===== config.mk =====
export PLATFORM = sky130hd
export DESIGN_NAME = level_histogram_classifier
export DESIGN_NICKNAME = d
export VERILOG_FILES = /design/src/rtl/level_histogram_classifier.sv
export SDC_FILE = /design/constraint.sdc
export NUM_CORES = 2
export LEC_CHECK = 0
export BUFFER_PORTS_ARGS = -buffer_cell sky130_fd_sc_hd__buf_2
export CORE_ASPECT_RATIO = 0.9
export CORE_MARGIN = 4
export CORE_UTILIZATION = 52
export DETAILED_ROUTE_END_ITERATION = 8
export GPL_TIMING_DRIVEN = 0
export PLACE_DENSITY = 0.81
export SETUP_SLACK_MARGIN = 0.4
export SLEW_MARGIN = 20
export SYNTH_ARGS = -nofsm -noshare
export SYNTH_HDL_FRONTEND = slang
export SYNTH_SLANG_ARGS = --single-unit

===== constraint.sdc =====
create_clock -name clock -period 6.6 [get_ports clock]
set_input_delay 0.33 -clock clock [delete_from_list [all_inputs] [get_ports clock]]
set_output_delay 0.33 -clock clock [all_outputs]
set_load 0.01 [all_outputs]

===== src/rtl/level_histogram_classifier.sv =====
// ---------------------------------------------------------------------------
// level_histogram_classifier
//
// Builds a loudness histogram of signed audio samples over a fixed window. The
// block then reports which bin dominated that window. It is the parametrised
// successor of the fixed 10-bin loudness counter. It sits between the audio
// controller's left-channel output and the display/decibel logic.
//
// Pipeline:
//   S1    : register |sample| (saturated) together with its valid strobe
//   S2    : classify the magnitude against the runtime bin edges and bump the
//           matching live bin; advance the window counter
//   SNAP  : at window end the live bins (including the S2 increment of that
//           same edge) are copied to a shadow bank and the live bins restart
//   SCAN  : one shadow bin per cycle; finds the modal bin and the highest
//           non-empty bin, then publishes the result one edge later
//
// Ports:
//   clock         in   1                      system clock
//   reset_n       in   1                      asynchronous active-low reset
//   sample        in   SAMPLE_W               signed two's-complement sample
//   sample_valid  in   1                      sample qualifier (used only when enable=1)
//   enable        in   1                      counting enable
//   clear         in   1                      sync clear of live bins, window counter and scan
//   thresh        in   (NUM_BINS-1)*SAMPLE_W  ascending unsigned bin edges, T0 in the LSBs
//   level_idx     out  IDX_W                  dominant bin of the last window
//   peak_idx      out  IDX_W                  highest non-empty bin of the last window
//   window_empty  out  1                      last window held no samples
//   level_valid   out  1                      one-cycle pulse, results change with it
//   overrun       out  1                      sticky: a window closed while a scan was running
// ---------------------------------------------------------------------------
module level_histogram_classifier #(
    parameter int SAMPLE_W   = 32,
    parameter int NUM_BINS   = 10,
    parameter int WINDOW     = 25000000,
    parameter int CNT_W      = 25,
    parameter int IDX_W      = 4,
    parameter int COUNT_MODE = 0
) (
    input  logic                               clock,
    input  logic                               reset_n,
    input  logic signed [SAMPLE_W-1:0]         sample,
    input  logic                               sample_valid,
    input  logic                               enable,
    input  logic                               clear,
    input  logic [(NUM_BINS-1)*SAMPLE_W-1:0]   thresh,
    output logic [IDX_W-1:0]                   level_idx,
    output logic [IDX_W-1:0]                   peak_idx,
    output logic                               window_empty,
    output logic                               level_valid,
    output logic                               overrun
);

    typedef enum logic {
        ST_ACCUM = 1'b0,
        ST_SCAN  = 1'b1
    } state_t;

    localparam logic [CNT_W-1:0] CNT_MAX  = {CNT_W{1'b1}};
    localparam logic [CNT_W-1:0] WIN_LAST = CNT_W'(WINDOW - 1);
    localparam logic [IDX_W-1:0] IDX_LAST = IDX_W'(NUM_BINS - 1);

    // Absolute value; the most-negative code has no positive twin, so it is
    // clamped to the largest positive magnitude.
    function automatic logic [SAMPLE_W-1:0] abs_sat(input logic signed [SAMPLE_W-1:0] s);
        logic signed [SAMPLE_W-1:0] most_neg;
        most_neg = {1'b1, {(SAMPLE_W-1){1'b0}}};
        if (s == most_neg) begin
            return {1'b0, {(SAMPLE_W-1){1'b1}}};
        end else if (s[SAMPLE_W-1]) begin
            return -s;
        end else begin
            return s;
        end
    endfunction

    // Bin counters stick at full scale instead of wrapping.
    function automatic logic [CNT_W-1:0] sat_inc(input logic [CNT_W-1:0] cnt);
        return (cnt == CNT_MAX) ? cnt : cnt + 1'b1;
    endfunction

    // Stage S1 registers
    logic [SAMPLE_W-1:0] mag_p1_q;
    logic                vld_p1_q;

    // Stage S2 / window signals
    logic [IDX_W-1:0]    bin_p1;
    logic                inc_p1;
    logic                win_evt;
    logic                snapshot;
    logic [CNT_W-1:0]    win_q, win_d;

    logic [CNT_W-1:0]    live_q   [NUM_BINS];
    logic [CNT_W-1:0]    live_d   [NUM_BINS];
    logic [CNT_W-1:0]    live_inc [NUM_BINS];
    logic [CNT_W-1:0]    shadow_q [NUM_BINS];
    logic [CNT_W-1:0]    shadow_d [NUM_BINS];

    // Scan / result state
    state_t              state_q, state_d;
    logic [IDX_W-1:0]    scan_q, scan_d;
    logic [CNT_W-1:0]    scan_cnt;
    logic [CNT_W-1:0]    best_cnt_q, best_cnt_d;
    logic [IDX_W-1:0]    best_idx_q, best_idx_d;
    logic [IDX_W-1:0]    peak_q, peak_d;
    logic                any_q, any_d;
    logic                done_q, done_d;
    logic [IDX_W-1:0]    level_idx_q, level_idx_d;
    logic [IDX_W-1:0]    peak_idx_q, peak_idx_d;
    logic                empty_q, empty_d;
    logic                valid_q, valid_d;
    logic                overrun_q, overrun_d;

    // ---- S1: magnitude and qualified valid --------------------------------
    always_ff @(posedge clock or negedge reset_n) begin
        if (!reset_n) begin
            mag_p1_q <= '0;
            vld_p1_q <= 1'b0;
        end else begin
            mag_p1_q <= abs_sat(sample);
            vld_p1_q <= sample_valid & enable;
        end
    end

    // ---- S2: classification, live bins, window counter --------------------
    // Edges are ascending, so the last edge that the magnitude reaches
    // selects the bin. A magnitude below T0 stays in bin 0.
    always_comb begin
        bin_p1 = '0;
        for (int k = 0; k < NUM_BINS - 1; k++) begin
            if (mag_p1_q >= thresh[k*SAMPLE_W +: SAMPLE_W]) begin
                bin_p1 = IDX_W'(k + 1);
            end
        end
    end

    assign inc_p1   = vld_p1_q & ~clear;
    assign win_evt  = (COUNT_MODE == 0) ? enable : inc_p1;
    assign snapshot = ~clear & win_evt & (win_q == WIN_LAST);

    always_comb begin
        win_d = win_q;
        if (clear || snapshot) begin
            win_d = '0;
        end else if (win_evt) begin
            win_d = win_q + 1'b1;
        end
    end

    // The shadow bank takes the post-increment value. A sample that lands on
    // the closing edge is therefore counted in the window it closes.
    always_comb begin
        for (int i = 0; i < NUM_BINS; i++) begin
            live_inc[i] = (inc_p1 && (bin_p1 == IDX_W'(i))) ? sat_inc(live_q[i]) : live_q[i];
            live_d[i]   = (clear || snapshot) ? '0 : live_inc[i];
            shadow_d[i] = snapshot ? live_inc[i] : shadow_q[i];
        end
    end

    // ---- SCAN: background search over the shadow bank ---------------------
    always_comb begin
        scan_cnt = '0;
        for (int i = 0; i < NUM_BINS; i++) begin
            if (scan_q == IDX_W'(i)) begin
                scan_cnt = shadow_q[i];
            end
        end
    end

    always_comb begin
        state_d     = state_q;
        scan_d      = scan_q;
        best_cnt_d  = best_cnt_q;
        best_idx_d  = best_idx_q;
        peak_d      = peak_q;
        any_d       = any_q;
        done_d      = 1'b0;
        level_idx_d = level_idx_q;
        peak_idx_d  = peak_idx_q;
        empty_d     = empty_q;
        valid_d     = 1'b0;
        overrun_d   = overrun_q;

        // A finished scan publishes one edge after its last bin. This can
        // coincide with the next snapshot, which uses the already-cleared
        // state below.
        if (done_q && !clear) begin
            level_idx_d = best_idx_q;
            peak_idx_d  = peak_q;
            empty_d     = ~any_q;
            valid_d     = 1'b1;
        end

        if (clear) begin
            state_d = ST_ACCUM;
            scan_d  = '0;
        end else if (snapshot) begin
            // Restarting discards whatever the running scan had gathered.
            if (state_q == ST_SCAN) begin
                overrun_d = 1'b1;
            end
            state_d    = ST_SCAN;
            scan_d     = '0;
            best_cnt_d = '0;
            best_idx_d = '0;
            peak_d     = '0;
            any_d      = 1'b0;
        end else if (state_q == ST_SCAN) begin
            // Strictly-greater keeps the lowest index on ties.
            if (scan_cnt > best_cnt_q) begin
                best_cnt_d = scan_cnt;
                best_idx_d = scan_q;
            end
            if (scan_cnt != '0) begin
                peak_d = scan_q;
                any_d  = 1'b1;
            end
            if (scan_q == IDX_LAST) begin
                state_d = ST_ACCUM;
                done_d  = 1'b1;
            end else begin
                scan_d = scan_q + 1'b1;
            end
        end
    end

    always_ff @(posedge clock or negedge reset_n) begin
        if (!reset_n) begin
            win_q       <= '0;
            for (int i = 0; i < NUM_BINS; i++) begin
                live_q[i]   <= '0;
                shadow_q[i] <= '0;
            end
            state_q     <= ST_ACCUM;
            scan_q      <= '0;
            best_cnt_q  <= '0;
            best_idx_q  <= '0;
            peak_q      <= '0;
            any_q       <= 1'b0;
            done_q      <= 1'b0;
            level_idx_q <= '0;
            peak_idx_q  <= '0;
            empty_q     <= 1'b0;
            valid_q     <= 1'b0;
            overrun_q   <= 1'b0;
        end else begin
            win_q       <= win_d;
            for (int i = 0; i < NUM_BINS; i++) begin
                live_q[i]   <= live_d[i];
                shadow_q[i] <= shadow_d[i];
            end
            state_q     <= state_d;
            scan_q      <= scan_d;
            best_cnt_q  <= best_cnt_d;
            best_idx_q  <= best_idx_d;
            peak_q      <= peak_d;
            any_q       <= any_d;
            done_q      <= done_d;
            level_idx_q <= level_idx_d;
            peak_idx_q  <= peak_idx_d;
            empty_q     <= empty_d;
            valid_q     <= valid_d;
            overrun_q   <= overrun_d;
        end
    end

    assign level_idx    = level_idx_q;
    assign peak_idx     = peak_idx_q;
    assign window_empty = empty_q;
    assign level_valid  = valid_q;
    assign overrun      = overrun_q;

endmodule


; Word-level counts from Yosys, hierarchy flattened
; Index checks and enable logic that the tools add are counted.
[word_totals]
input_bits = 325
reg_bits = 609
output_inout_bits = 11
word_cells = 198
[classes]
add_sub_neg = 13
n_lt_le_gt_ge = 10
n_mux = 78
n_eq_ne = 31
n_reduce_logical = 25
bitwise = 6
[op_table]
columns = op, count
row1 = two-way mux 25 bit, 45
row2 = >= comparator 32 bit, 9
row3 = "adder 25 x 1 -> 25 bit, second input constant", 11
row4 = "== test 25 bit, second input constant", 11
row5 = two-way mux 4 bit, 18
row6 = two-way mux 32 bit, 2
row7 = "== test 32 bit, second input constant", 1
row8 = "== test 4 x 3 -> 1 bit, second input constant", 8
row9 = negation 32 bit, 1
row10 = > comparator 25 bit, 1
row11 = nonzero test 25 bit, 1
row12 = "== test 4 x 2 -> 1 bit, second input constant", 4
row13 = "== test 4 bit, second input constant", 4
row14 = two-way mux 1 bit, 13
row15 = logical AND 1 bit, 11
row16 = AND reduction 3 bit, 3
row17 = "== test 4 x 1 -> 1 bit, second input constant", 2
row18 = zero test 4 bit, 2
row19 = nonzero test 2 bit, 4
row20 = "adder 4 x 1 -> 4 bit, second input constant", 1
row21 = AND 1 bit, 4
row22 = "inequality test 3 bit, second input constant", 1
row23 = nonzero test 3 bit, 1
row24 = inverter 1 bit, 2
row25 = 3 further kinds, 3

; Depth between registers and ports, before layout
[logic_depth]
depth_word = 15
mapped_depth = 25
depth_no_buf = 19

; Least setup slack after synthesis
; OpenSTA, ideal clock, no wires.
[synth_timing]
path_type = flip-flop to flip-flop
start = register scan_q[1]
end = register best_cnt_q[15]
period_less_slack_ps = 5145
t_required_ps = 6534
stages_incl_launch_ff = 26
arrival_time_ps = 5079
n_path_buf = 7
setup_ps = 66
setup_slack_ps = 1455
path_cell_list = dfrtp_1 -> inv_1 -> ha_1 -> clkbuf_1 -> clkbuf_1 -> clkbuf_1 -> clkbuf_1 -> clkbuf_1 -> a221oi_1 -> o31ai_1 -> a21oi_1 -> o2111ai_1 -> o211ai_1 -> a22oi_1 -> ha_1 -> a21o_1 -> a21o_1 -> a21oi_1 -> o211ai_1 -> a211oi_1 -> nand4_1 -> o211ai_1 -> a21o_1 -> clkbuf_1 -> clkbuf_1 -> a22o_1
[synth_between]
elab_chain_cells = 14
elab_cells_between_ends = 26
classes_between = 1 x order compare / 9 x eq/ne / 13 x mux / 3 x reduce/logical
[synth_lines]
columns = item, line
row1 = "start, declared", 101  ; logic [IDX_W-1:0] scan_q, scan_d;
row2 = "start signal, assigned", 253  ; scan_q <= scan_d;
row3 = zero test 4 bit, 164  ; if (scan_q == IDX_W'(i)) begin
row4 = two-way mux 25 bit (9 in series), 164
row5 = two-way mux 25 bit *, 164
row6 = > comparator 25 bit or two-way mux 25 bit (tied branches), 210  ; if (scan_cnt > best_cnt_q) begin
row7 = nonzero test 2 bit (no source line) or two-way mux 25 bit (tied branches), n/a
row8 = AND reduction 3 bit (no source line) or two-way mux 25 bit (tied branches), n/a
row9 = "end signal, assigned", 254  ; best_cnt_q <= best_cnt_d;
row10 = "end, declared", 103  ; logic [CNT_W-1:0] best_cnt_q, best_cnt_d;
; Every way passes the cells marked *; elsewhere a longest branch is shown, timed or not. The select of a mux whose other input is x is not followed.
; A chain may end at the register's enable or synchronous reset.

; Final worst setup path
[layout_timing]
start = register scan_q[1]
end = register best_cnt_q[18]
; Same word-level chain as after synthesis.

==> run summary <==
=====================================================================================
Clock H-tree levels                                                                 2
Total nets after synthesis                                                      4,826
Hold-critical path depth                                                            3
Post-synthesis share of cell area spent on and, or, nand and nor gates          0.201
Switching share of power                                                        0.274
Cell count along the critical path                                                 26
Worst hold slack                                                            0.0327 ns
Run status                                                               finished clean
Internal Dissipation                                                          6.34 mW
CTS Root Cell                                                               clkbuf_16
Final critical-path required period                                           6.07 ns
Largest clock skew in the final design                                      0.0330 ns
Global-route usage over all layers                                              0.357
Final WL                                                                       137 mm
CTS tree                                                                          yes
Router iterations before antenna repair                                             9
Area enclosed by the die boundary                                          75,000 um2
Combinational group share of total power                                        0.132
Kind of end point of the critical path                                           flop
Area of combinational cells with multiple inputs                           19,500 um2
Unrepaired setup endpoints after global routing                                    no
Final net count                                                                 5,254
Portion of the post-synthesis area used by sequential elements                  0.414
Depth of the worst register-to-register path                                       26
Share of power burned in the clock network                                      0.421
Layout cell share with drive strength beyond 1                                  0.108
Async SR Flop Fraction                                                           1.00
Number of different library cells in the post-synthesis netlist                    84
Multiplexer area fraction after synthesis                                     0.00510
Worst path setup slack after routing                                         0.535 ns
Max cap viols                                                                       0
Vias post-DR                                                                   34,842
CTS sink cnt                                                                      609
Data required time at the worst endpoint                                      7.17 ns
Endpoints failing hold                                                              0
Die outline width                                                              288 um
Worst reg2reg startpoint                                                    scan_q[1]
Average cell area after synthesis                                            8.81 um2
Vias in the first global route                                                 32,817
P_sw                                                                          2.39 mW
Data arrival at the endpoint of the critical path                             6.63 ns
Height of the die                                                              260 um
Initial drt markers                                                             4,251
Part of the cycle the worst path needs                                          0.919
Core Footprint                                                             70,100 um2
Worst path most repeated cell                                                clkbuf_2
Detailed-route wire length per cell                                           24.4 um
Synthesized-area fraction occupied by ao, oa, aoi and oai cells                 0.147
Setup Viol. Count Final                                                             0
Slew at the pin with the worst max-slew slack                                 1.25 ns
Largest net degree at the start of global routing                                 100
Kind of start point of the critical path                                         flop
Critical path buffer and inverter count                                             9
Highest fanout seen on the critical path                                           10
Total number of placement rows                                                     92
Achievable clock frequency                                                    165 MHz
FF+latch count, synth                                                             609
Area taken by flip-flops and latches                                       15,200 um2
Critical path type                                                         reg -> reg
Class of the tightest hold or removal check                                 in -> reg
DRC violation count after routing                                                   0
Beginning of the critical path                                              scan_q[1]
Area growth, synth to finish                                                    15.0%
Family with the most delay on the worst path                             compound AO/OA/AOI/OAI gates
Fillcell total                                                                  6,024
Number of synthesis warnings                                                        0
Insertion delay to the later sink of the worst-skew pair                      0.65 ns
Slowest CP cell                                                               dfrtp_1
Combinational family with the most area after synthesis                  simple AND/OR/NAND/NOR gates
I/O pin total                                                                     336
Post-synthesis instance area                                               36,800 um2
Most used flip-flop cell after synthesis                                      dfrtp_1
Initial core utilization                                                        0.524
Slew HR                                                                         0.158
Average vias per placed instance                                                 6.22
Adder and majority cell fraction of the synthesized area                        0.112
Placed wire-length estimate after detailed placement                           106 mm
Final max-slew violation count                                                      0
End of the critical path                                                 best_cnt_q[18]
Number of buffer cells added on primary ports                                     334
Post-synthesis cell count                                                       4,172
Max stage delay on crit path                                                  0.51 ns
Number of flops mapped to enable cells by yosys                                     0
Worst vdd ir                                                               0.000196 V
Total CTS buffers                                                                  60
Reg power frac                                                                  0.446
Reg clk slew, reported paths                                                  0.07 ns
Last weighted congestion value of the routability-driven placer                  1.10
Worst setup timing slack at the placement stage                             -0.924 ns
Leakage                                                                       19.9 nW
Largest buffer count on any clock path                                              3
Synthesized-area fraction occupied by xor and xnor cells                       0.0636
Sum of negative setup slack                                                      0 ns
Cell area power density                                                    207 nW/um2
Register-to-register setup slack                                              0.53 ns
Antenna-violating nets left                                                         0
Number of antenna violations at the first check in global routing                  24
Global-route wire length before repair                                         202 mm
Grt total ovfl                                                                      0
Worst reg2reg endpoint                                                   best_cnt_q[18]
=====================================================================================
==> cell usage after synthesis (all sizes together) (40+ instances only) <==
| cell type | count | area [um2] |
|---|---|---|
| and3 | 67 | 419 |
| a2111oi | 40 | 367 |
| nand3 | 140 | 701 |
| a21o | 44 | 330 |
| nand4 | 116 | 726 |
| nand2 | 477 | 1790 |
| nor4 | 46 | 294 |
| o21ai | 323 | 1620 |
| xor2 | 111 | 972 |
| inv | 356 | 1340 |
| ha | 329 | 4120 |
| xnor2 | 156 | 1370 |
| nor3 | 71 | 355 |
| clkbuf | 188 | 706 |
| a21oi | 150 | 751 |
| nor2 | 409 | 1540 |
| dfrtp | 609 | 15200 |
==> power groups by stage <==
stage | Sequential [mW] | Combinational, mW | Clock (mW)
final | 3.90 | 1.16 | 3.68
after global routing | 3.89 | 1.29 | 3.86
after CTS | 3.89 | 1.12 | 3.69
after detailed placement | 3.96 | 1.10 | 0
after global placement | 3.96 | 1.06 | 0
after floorplan | 3.89 | 0.618 | 0
==> state kept, by name, summed over array words and instances (netlist names), 4 cells and up <==
name	cells
peak_idx	4
scan_q	4
mag_p1_q	32
live_q	250
peak_q	4
best_idx_q	4
shadow_q	250
best_cnt_q	25
level_idx	4
win_q	25
==> how the worst min path moves through the flow <==
stage | start | slack [ns] | endpoint
final | enable | 0.03 | win_q[0]
after floorplan | reset_n | 0.03 | any_q
after CTS | sample[28] | 0.02 | mag_p1_q[28]
after detailed placement | reset_n | 0.38 | live_q[23]
after global placement | shadow_q[99] | 0.45 | shadow_q[99]
after global routing | sample[28] | 0.07 | mag_p1_q[28]
==> what timing repair did <==
item | CTS | global route
hold buffers | 22 | 0
resized for setup | 9 | 28
setup endpoints to repair | 29 | 49
buffers inserted | 2 | 0
endpoints found under the hold margin | 103 | 0
pin swaps | 1 | 1
==> cells in the final DEF (no fill, tap or decap), drive strengths merged, types with 12 or more instances in the layout <==
| master | instances |
|---|---|
| or4 | 22 |
| a221o | 16 |
| a311oi | 13 |
| diode | 15 |
| a21o | 44 |
| a2111oi | 40 |
| o21ai | 323 |
| nand2 | 477 |
| ha | 329 |
| a221oi | 22 |
| o211ai | 19 |
| a21oi | 150 |
| and4 | 36 |
| nand3 | 140 |
| o31ai | 22 |
| nor2 | 409 |
| or3 | 30 |
| dfrtp | 609 |
| clkbuf | 268 |
| nand2b | 24 |
| nor3 | 71 |
| and2 | 36 |
| buf | 358 |
| dlygate4sd3 | 22 |
| o22ai | 20 |
| mux2i | 12 |
| xnor2 | 156 |
| xor2 | 111 |
| nor2b | 25 |
| inv | 358 |
| a211oi | 31 |
| nand4 | 116 |
| clkinv | 17 |
| a31oi | 30 |
| and3 | 67 |
| a22o | 32 |
| nor4 | 46 |
| nand3b | 19 |
==> per-layer routing <==
layer	global-route usage	routed length, um
met1	0.516	56800
met2	0.503	55700
met5	0	89
met4	0.117	5230
met3	0.122	18800
==> worst register-to-register path, delay by kind of cell (launching register included) <==
kind            cells  cell delay (ns)
buf+inv             9             2.16
compound gates     14             2.80
simple gates        1             0.14
flops               1             0.51
fa+ha+maj           2             0.40
==> cell type report <==
| cell class | instances | area share |
|---|---|---|
| multi-input combinational | 3005 | 0.461 |
| clock buffer | 81 | 0.0403 |
| sequential | 609 | 0.360 |
| inverter | 357 | 0.0317 |
| buffer | 201 | 0.0186 |
| clock inverter | 29 | 0.00941 |
| timing repair buffer | 366 | 0.0495 |
| tap | 940 | 0.0278 |
| antenna | 15 | 0.000888 |
==> metrics by stage <==
stage / utilization / total power [mW] / area [um2] / std cells
finish: 0.603 / 8.73 / 42300 / 5603
global placement: 0.565 / 5.02 / 39600 / 5446
detailed placement: 0.568 / 5.06 / 39800 / 5454
global route: 0.603 / 9.04 / 42300 / 5598
CTS: 0.602 / 8.70 / 42200 / 5588
floorplan: - / 4.50 / 36800 / 4172
==> logic make-up after synthesis <==
group,Yosys count
mux,18
compound gates,845
fa+ha+maj,329
flops,609
xor+xnor,267
simple gates,1546
buf+inv,558
(Power assumes the default switching activity.)
